$ cat config.mk
export PLATFORM = sky130hd
export DESIGN_NAME = spi_slave
export DESIGN_NICKNAME = d
export VERILOG_FILES = /design/src/rtl/spi_slave_pkg.sv /design/src/rtl/spi_sync.sv /design/src/rtl/spi_slave.sv
export SDC_FILE = /design/constraint.sdc
export NUM_CORES = 1
export LEC_CHECK = 0
export BUFFER_PORTS_ARGS = -buffer_cell sky130_fd_sc_hd__buf_2
export CAP_MARGIN = 30
export CORE_UTILIZATION = 30
export DETAILED_ROUTE_END_ITERATION = 10
export MAX_ROUTING_LAYER = met4
export PLACE_DENSITY = 0.52
export SLEW_MARGIN = 20
export SYNTH_ARGS = -nofsm -noshare
export SYNTH_HDL_FRONTEND = slang
export SYNTH_HIERARCHICAL = 1
export SYNTH_SLANG_ARGS = --single-unit
export TNS_END_PERCENT = 50
$ cat constraint.sdc
create_clock -name clk -period 2.8 [get_ports clk]
set_clock_uncertainty 0.15 [all_clocks]
set_input_delay 0.14 -clock clk [delete_from_list [all_inputs] [get_ports clk]]
set_output_delay 0.14 -clock clk [all_outputs]
set_load 0.01 [all_outputs]
$ cat src/rtl/spi_slave_pkg.sv
// ---------------------------------------------------------------------------
// spi_slave_pkg
// Shared definitions for the SPI slave: data width, the dummy byte sent when
// nothing has been queued, the SPI mode encodings and the FSM state type.
// Helper functions turn the CPOL/CPHA parameters into a mode and answer which
// spi_clk edge is the leading one and which edge samples mosi.
// ---------------------------------------------------------------------------
package spi_slave_pkg;

    localparam int SPI_DATA_W = 8;
    localparam logic [SPI_DATA_W-1:0] SPI_DUMMY_BYTE = 8'hFF;

    typedef enum logic [1:0] {
        SPI_MODE0 = 2'd0,   // CPOL=0 CPHA=0
        SPI_MODE1 = 2'd1,   // CPOL=0 CPHA=1
        SPI_MODE2 = 2'd2,   // CPOL=1 CPHA=0
        SPI_MODE3 = 2'd3    // CPOL=1 CPHA=1
    } spi_mode_e;

    typedef enum logic {
        ST_IDLE  = 1'b0,
        ST_SHIFT = 1'b1
    } spi_state_e;

    function automatic spi_mode_e spi_mode(input int cpol, input int cpha);
        spi_mode_e m;
        case ({cpol != 0, cpha != 0})
            2'b00:   m = SPI_MODE0;
            2'b01:   m = SPI_MODE1;
            2'b10:   m = SPI_MODE2;
            default: m = SPI_MODE3;
        endcase
        return m;
    endfunction

    // With the clock idling low the leading edge is a rising edge.
    function automatic logic lead_is_rise(input spi_mode_e m);
        return (m == SPI_MODE0) || (m == SPI_MODE1);
    endfunction

    // CPHA=0 modes sample mosi on the leading edge.
    function automatic logic sample_on_lead(input spi_mode_e m);
        return (m == SPI_MODE0) || (m == SPI_MODE2);
    endfunction

endpackage

$ cat src/rtl/spi_sync.sv
// ---------------------------------------------------------------------------
// spi_sync
// Brings one asynchronous SPI pin into the clk domain through two flops,
// then registers the synchronized value once more so that rise/fall strobes
// and the level come out of the same flop stage and stay aligned.
//
// Ports:
//   clk    in   system clock
//   rst_n  in   asynchronous active-low reset (all stages load RESET_VAL)
//   din    in   asynchronous pin
//   level  out  synchronized pin value, aligned with rise/fall
//   rise   out  one-cycle strobe on a 0->1 change
//   fall   out  one-cycle strobe on a 1->0 change
// ---------------------------------------------------------------------------
module spi_sync #(
    parameter logic RESET_VAL = 1'b0
) (
    input  logic clk,
    input  logic rst_n,
    input  logic din,
    output logic level,
    output logic rise,
    output logic fall
);

    logic meta;
    logic stable;

    // Two synchronizer flops, then the registered level and edge strobes.
    always_ff @(posedge clk or negedge rst_n) begin
        if (!rst_n) begin
            meta   <= RESET_VAL;
            stable <= RESET_VAL;
            level  <= RESET_VAL;
            rise   <= 1'b0;
            fall   <= 1'b0;
        end else begin
            meta   <= din;
            stable <= meta;
            level  <= stable;
            rise   <= stable & ~level;
            fall   <= ~stable & level;
        end
    end

endmodule

$ cat src/rtl/spi_slave.sv
// ---------------------------------------------------------------------------
// spi_slave
// SPI slave, MSB first, 8-bit frames, any of the four CPOL/CPHA modes.
// All pins are oversampled by clk (spi_clk must be at most clk/8). A single
// hold register buffers the next byte to transmit; if it is empty when a
// byte is due, the dummy byte is sent and tx_underrun pulses.
//
// Ports:
//   clk, rst_n           system clock, asynchronous active-low reset
//   spi_clk/nss/mosi     SPI pins from the master
//   spi_miso, _oe        serial out and its pad enable (high while selected)
//   tx_data/valid/ready  byte to send, valid/ready handshake into hold reg
//   rx_data, rx_valid    last received byte, one-cycle strobe per byte
//   tx_underrun          one-cycle strobe when the dummy byte is used
//   busy                 high while selected
// ---------------------------------------------------------------------------
module spi_slave
    import spi_slave_pkg::*;
#(
    parameter int CPOL = 0,
    parameter int CPHA = 0
) (
    input  logic                  clk,
    input  logic                  rst_n,
    input  logic                  spi_clk,
    input  logic                  spi_nss,
    input  logic                  spi_mosi,
    output logic                  spi_miso,
    output logic                  spi_miso_oe,
    input  logic [SPI_DATA_W-1:0] tx_data,
    input  logic                  tx_valid,
    output logic                  tx_ready,
    output logic [SPI_DATA_W-1:0] rx_data,
    output logic                  rx_valid,
    output logic                  tx_underrun,
    output logic                  busy
);

    localparam spi_mode_e MODE           = spi_mode(CPOL, CPHA);
    localparam logic      LEAD_IS_RISE   = lead_is_rise(MODE);
    localparam logic      SAMPLE_ON_LEAD = sample_on_lead(MODE);

    logic sclk_level, sclk_rise, sclk_fall;
    logic nss_level, nss_rise, nss_fall;
    logic mosi_level, mosi_rise, mosi_fall;
    logic unused_sync_bits;

    spi_sync #(.RESET_VAL(CPOL != 0)) u_sync_sclk (
        .clk(clk), .rst_n(rst_n), .din(spi_clk),
        .level(sclk_level), .rise(sclk_rise), .fall(sclk_fall)
    );

    spi_sync #(.RESET_VAL(1'b1)) u_sync_nss (
        .clk(clk), .rst_n(rst_n), .din(spi_nss),
        .level(nss_level), .rise(nss_rise), .fall(nss_fall)
    );

    spi_sync #(.RESET_VAL(1'b0)) u_sync_mosi (
        .clk(clk), .rst_n(rst_n), .din(spi_mosi),
        .level(mosi_level), .rise(mosi_rise), .fall(mosi_fall)
    );

    // Only the edges of spi_clk and the level of mosi carry information.
    assign unused_sync_bits = ^{sclk_level, mosi_rise, mosi_fall};

    logic lead_edge, trail_edge, sample_edge, shift_edge;

    assign lead_edge   = LEAD_IS_RISE ? sclk_rise : sclk_fall;
    assign trail_edge  = LEAD_IS_RISE ? sclk_fall : sclk_rise;
    assign sample_edge = SAMPLE_ON_LEAD ? lead_edge  : trail_edge;
    assign shift_edge  = SAMPLE_ON_LEAD ? trail_edge : lead_edge;

    spi_state_e            state;
    logic [2:0]            bit_cnt;
    logic [SPI_DATA_W-1:0] rx_shift;
    logic [SPI_DATA_W-1:0] tx_shift;
    logic                  need_load;
    logic                  underrun_pending;
    logic                  armed;
    logic [1:0]            settle_cnt;
    logic                  hold_full;
    logic [SPI_DATA_W-1:0] hold_data;

    logic                  frame_start;
    logic                  frame_reload;
    logic                  load_frame;
    logic [SPI_DATA_W-1:0] load_byte;

    // A frame starts only on a genuine nss fall seen after reset settled;
    // back-to-back bytes reload on the first shift edge after a full byte.
    assign frame_start  = (state == ST_IDLE) && armed && nss_fall;
    assign frame_reload = (state == ST_SHIFT) && !nss_rise && shift_edge && need_load;
    assign load_frame   = frame_start || frame_reload;
    assign load_byte    = hold_full ? hold_data : SPI_DUMMY_BYTE;
    assign tx_ready     = ~hold_full;

    // The nss synchronizer resets high, so if the pin is low when reset is
    // released it would look like a fall. Wait until the pipeline holds real
    // pin samples and nss has been seen high before accepting a frame start.
    always_ff @(posedge clk or negedge rst_n) begin
        if (!rst_n) begin
            settle_cnt <= 2'd0;
            armed      <= 1'b0;
        end else if (settle_cnt != 2'd3) begin
            settle_cnt <= settle_cnt + 2'd1;
        end else if (nss_level) begin
            armed <= 1'b1;
        end
    end

    // Hold register: a write is only accepted while empty, so a write in
    // the same cycle as a load can never collide with the load emptying it;
    // such a write simply stays for the following byte.
    always_ff @(posedge clk or negedge rst_n) begin
        if (!rst_n) begin
            hold_full <= 1'b0;
            hold_data <= '0;
        end else if (tx_valid && !hold_full) begin
            hold_full <= 1'b1;
            hold_data <= tx_data;
        end else if (load_frame && hold_full) begin
            hold_full <= 1'b0;
        end
    end

    // Frame FSM with all SPI-side outputs registered.
    // In CPHA=0 modes the reload happens on the trailing edge that closes
    // every byte, including the last one before nss rises. A dummy reload
    // there therefore defers its tx_underrun until the master really clocks
    // the next byte, otherwise every frame would end with a false underrun.
    always_ff @(posedge clk or negedge rst_n) begin
        if (!rst_n) begin
            state            <= ST_IDLE;
            bit_cnt          <= 3'd0;
            rx_shift         <= '0;
            tx_shift         <= '0;
            need_load        <= 1'b0;
            underrun_pending <= 1'b0;
            rx_data          <= '0;
            rx_valid         <= 1'b0;
            tx_underrun      <= 1'b0;
            busy             <= 1'b0;
            spi_miso         <= 1'b0;
            spi_miso_oe      <= 1'b0;
        end else begin
            rx_valid    <= 1'b0;
            tx_underrun <= 1'b0;
            case (state)
                ST_IDLE: begin
                    if (frame_start) begin
                        state            <= ST_SHIFT;
                        busy             <= 1'b1;
                        spi_miso_oe      <= 1'b1;
                        bit_cnt          <= 3'd0;
                        rx_shift         <= '0;
                        need_load        <= 1'b0;
                        underrun_pending <= 1'b0;
                        tx_shift         <= load_byte;
                        spi_miso         <= load_byte[SPI_DATA_W-1];
                        tx_underrun      <= ~hold_full;
                    end
                end
                ST_SHIFT: begin
                    if (nss_rise) begin
                        state            <= ST_IDLE;
                        busy             <= 1'b0;
                        spi_miso_oe      <= 1'b0;
                        spi_miso         <= 1'b0;
                        bit_cnt          <= 3'd0;
                        need_load        <= 1'b0;
                        underrun_pending <= 1'b0;
                    end else begin
                        if (sample_edge) begin
                            rx_shift <= {rx_shift[SPI_DATA_W-2:0], mosi_level};
                            bit_cnt  <= bit_cnt + 3'd1;
                            if (bit_cnt == 3'd7) begin
                                rx_data   <= {rx_shift[SPI_DATA_W-2:0], mosi_level};
                                rx_valid  <= 1'b1;
                                need_load <= 1'b1;
                            end
                            if (underrun_pending) begin
                                tx_underrun      <= 1'b1;
                                underrun_pending <= 1'b0;
                            end
                        end
                        if (shift_edge) begin
                            if (need_load) begin
                                tx_shift  <= load_byte;
                                spi_miso  <= load_byte[SPI_DATA_W-1];
                                need_load <= 1'b0;
                                if (!hold_full) begin
                                    if (CPHA != 0) begin
                                        tx_underrun <= 1'b1;
                                    end else begin
                                        underrun_pending <= 1'b1;
                                    end
                                end
                            end else if (bit_cnt != 3'd0) begin
                                tx_shift <= {tx_shift[SPI_DATA_W-2:0], 1'b0};
                                spi_miso <= tx_shift[SPI_DATA_W-2];
                            end
                        end
                    end
                end
                default: state <= ST_IDLE;
            endcase
        end
    end

endmodule

# Word-level counts from Yosys, hierarchy flattened
# Index checks and enable logic that the tools add are counted.
# op_classes
n_addsub,2
n_eq_ne,11
muxes,51
bitwise_logic,12
n_reduce_logical,19
# ops
cell,count
2-to-1 mux 7 bit,8
2-to-1 mux 1 bit,30
case mux 7 bit (2 select lines),2
case mux 1 bit (2 select lines),6
2-to-1 mux 3 bit,3
"inequality test 3 x 1 -> 1 bit, second input constant",3
2-to-1 mux 8 bit,1
NOT 1 bit,8
AND reduction 4 bit,2
logical AND 1 bit,7
"inequality test 2 x 1 -> 1 bit, second input constant",3
"inequality test 2 bit, second input constant",3
case mux 3 bit (2 select lines),1
AND reduction 2 bit,3
AND reduction 3 bit,2
bitwise AND 1 bit,4
"inequality test 4 x 1 -> 1 bit, second input constant",1
"adder 3 x 1 -> 3 bit, second input constant",1
"== test 3 bit, second input constant",1
nonzero test 3 bit,1
"adder 2 x 1 -> 2 bit, second input constant",1
logical NOT 1 bit,2
nonzero test 2 bit,1
logical OR 1 bit,1
# word_totals
register_bits,57
inputBits,14
elab_cells,123

# Logic depth before layout (Yosys ltp)
# logic_depth
word_depth,8
depth_mapped,7

# By module
# The synthesis kept the hierarchy.
# modules_own_cells
mod,n_inst,cells_each,area_per_inst_um2,seq_area_each_um2
spi_slave,1,162,1871.8,1101.1
spi_sync at u_sync_mosi ...,2,7,140.1,125.1
spi_sync at u_sync_nss,1,7,143.9,128.9

# Worst setup path before layout
# No wires, ideal clock.
# synth_timing
path_kind,flip-flop to flip-flop
from,reg bit_cnt[0]
to,reg tx_shift[4]
setup_time_ns,0.126
arrival_ns,1.266
t_required_ns,2.524
slack_ns,1.257
stages_incl_launch_ff,7
synth_period_minus_slack_ns,1.543
path_cell_list,dfrtp_1 > inv_1 > ha_1 > nand2b_1 > a311oi_4 > buf_6 > o21ai_0
# synth_via
elab_chain_cells,3
# synth_lines
item,line_no,source
from (decl),spi_slave.sv:74,logic [2:0] bit_cnt;
from (signal assigned),spi_slave.sv:175,bit_cnt <= bit_cnt + 3'd1;
nonzero test 3 bit,spi_slave.sv:198,end else if (bit_cnt != 3'd0) begin
inequality test 3 x 1 -> 1 bit (no source line),-,
AND reduction 4 bit (no source line),-,
to (signal assigned),spi_slave.sv:158,tx_shift <= load_byte;
to (signal assigned),spi_slave.sv:188,tx_shift <= load_byte;
to (signal assigned),spi_slave.sv:199,"tx_shift <= {tx_shift[SPI_DATA_W-2:0], 1'b0};"
to (decl),spi_slave.sv:76,logic [SPI_DATA_W-1:0] tx_shift;
# No other way between the ends.
# A chain may end at the register's enable or synchronous reset.

# Worst setup path after layout
# layout_timing
from,reg state
to,reg rx_shift[6]
# layout_via
elab_chain_cells,5
word_cells_on_any_way,8
cone_classes,3 x eq/ne; 1 x mux; 1 x bitwise; 3 x reduce/logical
# layout_lines
item,line_no,source
from (decl),spi_slave.sv:73,spi_state_e state;
from (signal assigned),spi_slave.sv:133,state <= ST_IDLE;
from (signal assigned),spi_slave.sv:151,state <= ST_SHIFT;
from (signal assigned),spi_slave.sv:165,state <= ST_IDLE;
NOT 1 bit,-,
logical AND 1 bit (2 in series),spi_slave.sv:91,assign frame_start = (state == ST_IDLE) && armed && nss_fall;
inequality test 2 bit (no source line),-,
AND reduction 3 bit (no source line),-,
to (signal assigned),spi_slave.sv:174,"rx_shift <= {rx_shift[SPI_DATA_W-2:0], mosi_level};"
to (decl),spi_slave.sv:75,logic [SPI_DATA_W-1:0] rx_shift;
# Parallel ways exist; a longest one is shown, timed or not.

==> flow_summary.json <==
{
  "core_area_um2": 7210,
  "cts_root_buffer": "clkbuf_8",
  "power_density_nw_per_um2": 798,
  "syn-cell-area_um2": 2230,
  "irDropWorstVdd_v": 0.000290,
  "crit_path_start_kind": "flip-flop",
  "arrival_ps": 1900,
  "wire_per_inst_um": 11.8,
  "tns_ps": 0,
  "crit_path_max_incr_delay_ps": 490,
  "drive_gt1_share_pct": 28.3,
  "hold_start": "u_sync_mosi/meta$_DFF_PN0_",
  "postCtsSetupRepairBufs": 0,
  "cts_sinks": 57,
  "endpoint_kind": "flip-flop",
  "worst_pin_slew_ps": 706,
  "crit_fanout": 12,
  "detail_route.wirelength_um": 3900,
  "dr.pass1.iters": 6,
  "grt_pass1_vias": 1457,
  "die_area_um2": 7790,
  "ys_warn_count": 6,
  "grt_max_degree": 57,
  "crit_type": "flip-flop to flip-flop",
  "grt.overflow.total": 0,
  "syn_area_per_cell_um2": 12.5,
  "crit_path_cell_trace": "and2b_4 -> and2_1 -> nor2_1 -> a22o_1",
  "min_period_over_period_pct": 65.5,
  "finalSetupViolCount": 0,
  "grt_pass1_wl_um": 6600,
  "drc": 0,
  "cts_max_level": 3,
  "synthesis.nets": 197,
  "finalCriticalPeriod_ps": 1830,
  "clk_pin_slew_ps": 70,
  "whs_ps": 197,
  "fp.dieW_um": 88.2,
  "hp-class": "flip-flop to flip-flop",
  "grt_antenna_before_repair": 0,
  "antenna_cells": 0,
  "layout.nets": 246,
  "cts_tree": "yes",
  "drv_slew": 0,
  "max-clock-path-buffers": 2,
  "fmax_mhz": 545,
  "vias_per_cell": 4.20,
  "insertion_delay_ps": 330,
  "synthCells": 179,
  "rr_startpoint": "state$_DFF_PN0_",
  "slowest_stage": "dfrtp_1",
  "relSlewSlack_pct": 52.9,
  "dp_hpwl_um": 2510,
  "ios": 28,
  "cap_violations": 0,
  "rsz0062_at_grt": "no",
  "rows": 31,
  "port_buffers": 27,
  "num_vias": 1394,
  "postRouteAntennaNets": 0,
  "worstPathRequired_ps": 2870,
  "critPathLaunch": "state$_DFF_PN0_",
  "hold_violations": 0,
  "cts-buffers-inserted": 9,
  "drt-initial-drc-count": 89,
  "die_h_um": 88.2,
  "outcome": "finished, final reports clean",
  "p_leak_uw": 0.00136,
  "grt_use_total_pct": 12.0,
  "gp_congestion": 0.800,
  "syn2layout_area_growth_pct": 25.8,
  "floorplan.initialDensity_pct": 30.9
}
-- layout by cell type (no fill, tap or decap), types with 3 or more instances in the layout --
cell / count
a21oi_1: 15
a22o_1: 10
buf_2: 27
buf_4: 3
clkbuf_8: 10
clkinv_2: 3
dfrtp_1: 54
dfstp_2: 3
dlygate4sd3_1: 14
ha_1: 4
inv_1: 12
mux2_2: 12
nand2_1: 17
nand2b_1: 4
nor2_1: 6
nor2b_1: 4
o21ai_0: 11
o31ai_1: 3
-- layer usage --
metal	track usage, %	wire length, µm	part of all wire, %	vias to the layer above
li1	-	-	-	712
met1	14.2	2030	52	652
met2	17.3	1670	43	24
met3	5.04	141	3.6	6
met4	6.16	62	1.6	0
met5	-	0	0	-
-- report_power, final --
part,internal [µW],switching [µW],total (µW)
Combinational,191,229,421
Clock,431,306,736
Sequential,979,103,1080
Total,1600,638,2240
-- worst paths after layout --
kind                                                endpoint  slack (ps)  depth (start not counted)
max in group asynchronous          u_sync_nss/rise$_DFF_PN0_        1690                          3
min in group asynchronous             rx_data[1]$_DFFE_PN0P_         340                          3
worst min register to register  u_sync_mosi/stable$_DFF_PN0_         200                          0
worst min-delay path            u_sync_mosi/stable$_DFF_PN0_         200                          0
worst max-delay path                 rx_shift[6]$_DFFE_PN0P_         970                          4
worst max register to register       rx_shift[6]$_DFFE_PN0P_         970                          4
-- flip-flops by register name, summed over array words and instances (netlist names), 2 cells and up --
| register | flops |
|---|---|
| tx_shift | 7 |
| hold_data | 8 |
| settle_cnt | 2 |
| rx_shift | 7 |
| rx_data | 8 |
| bit_cnt | 3 |
-- final cells by class --
cell class | instances | area [µm²]
flip-flops and latches | 57 | 1430
multi-input cells | 104 | 719
inverters | 12 | 45.0
repair buffers | 44 | 298
fillers | 723 | 4410
clock buffers | 12 | 145
clock inverters | 4 | 45.0
well taps | 99 | 124
-- worst max-delay path, delay by kind of cell (launching register included) --
kind | cells | cell delay, ps
AND/OR/NAND/NOR | 3 | 860
AO/OA/AOI/OAI | 1 | 230
flip-flops | 1 | 490
-- stage by stage --
step                      instances  cell area [µm²]  setup WS [ps]  total power, µW  utilization [%]
after CTS                       332             2810            957             2290             38.9
after detailed placement        302             2480            961             1510             34.3
after global routing            332             2810            829             2400             38.9
after global placement          302             2480           1010             1500             34.3
after floorplan                 179             2230           1260             1370                -
final                           332             2810            967             2240             38.9
-- repair_timing --
item | in CTS | in global routing
resized for setup | 0 | 0
setup endpoints to repair | 0 | 0
hold buffers | 14 | 0
endpoints found under the hold margin | 66 | 0
No activity file was read; power rests on OpenSTA's default activity.
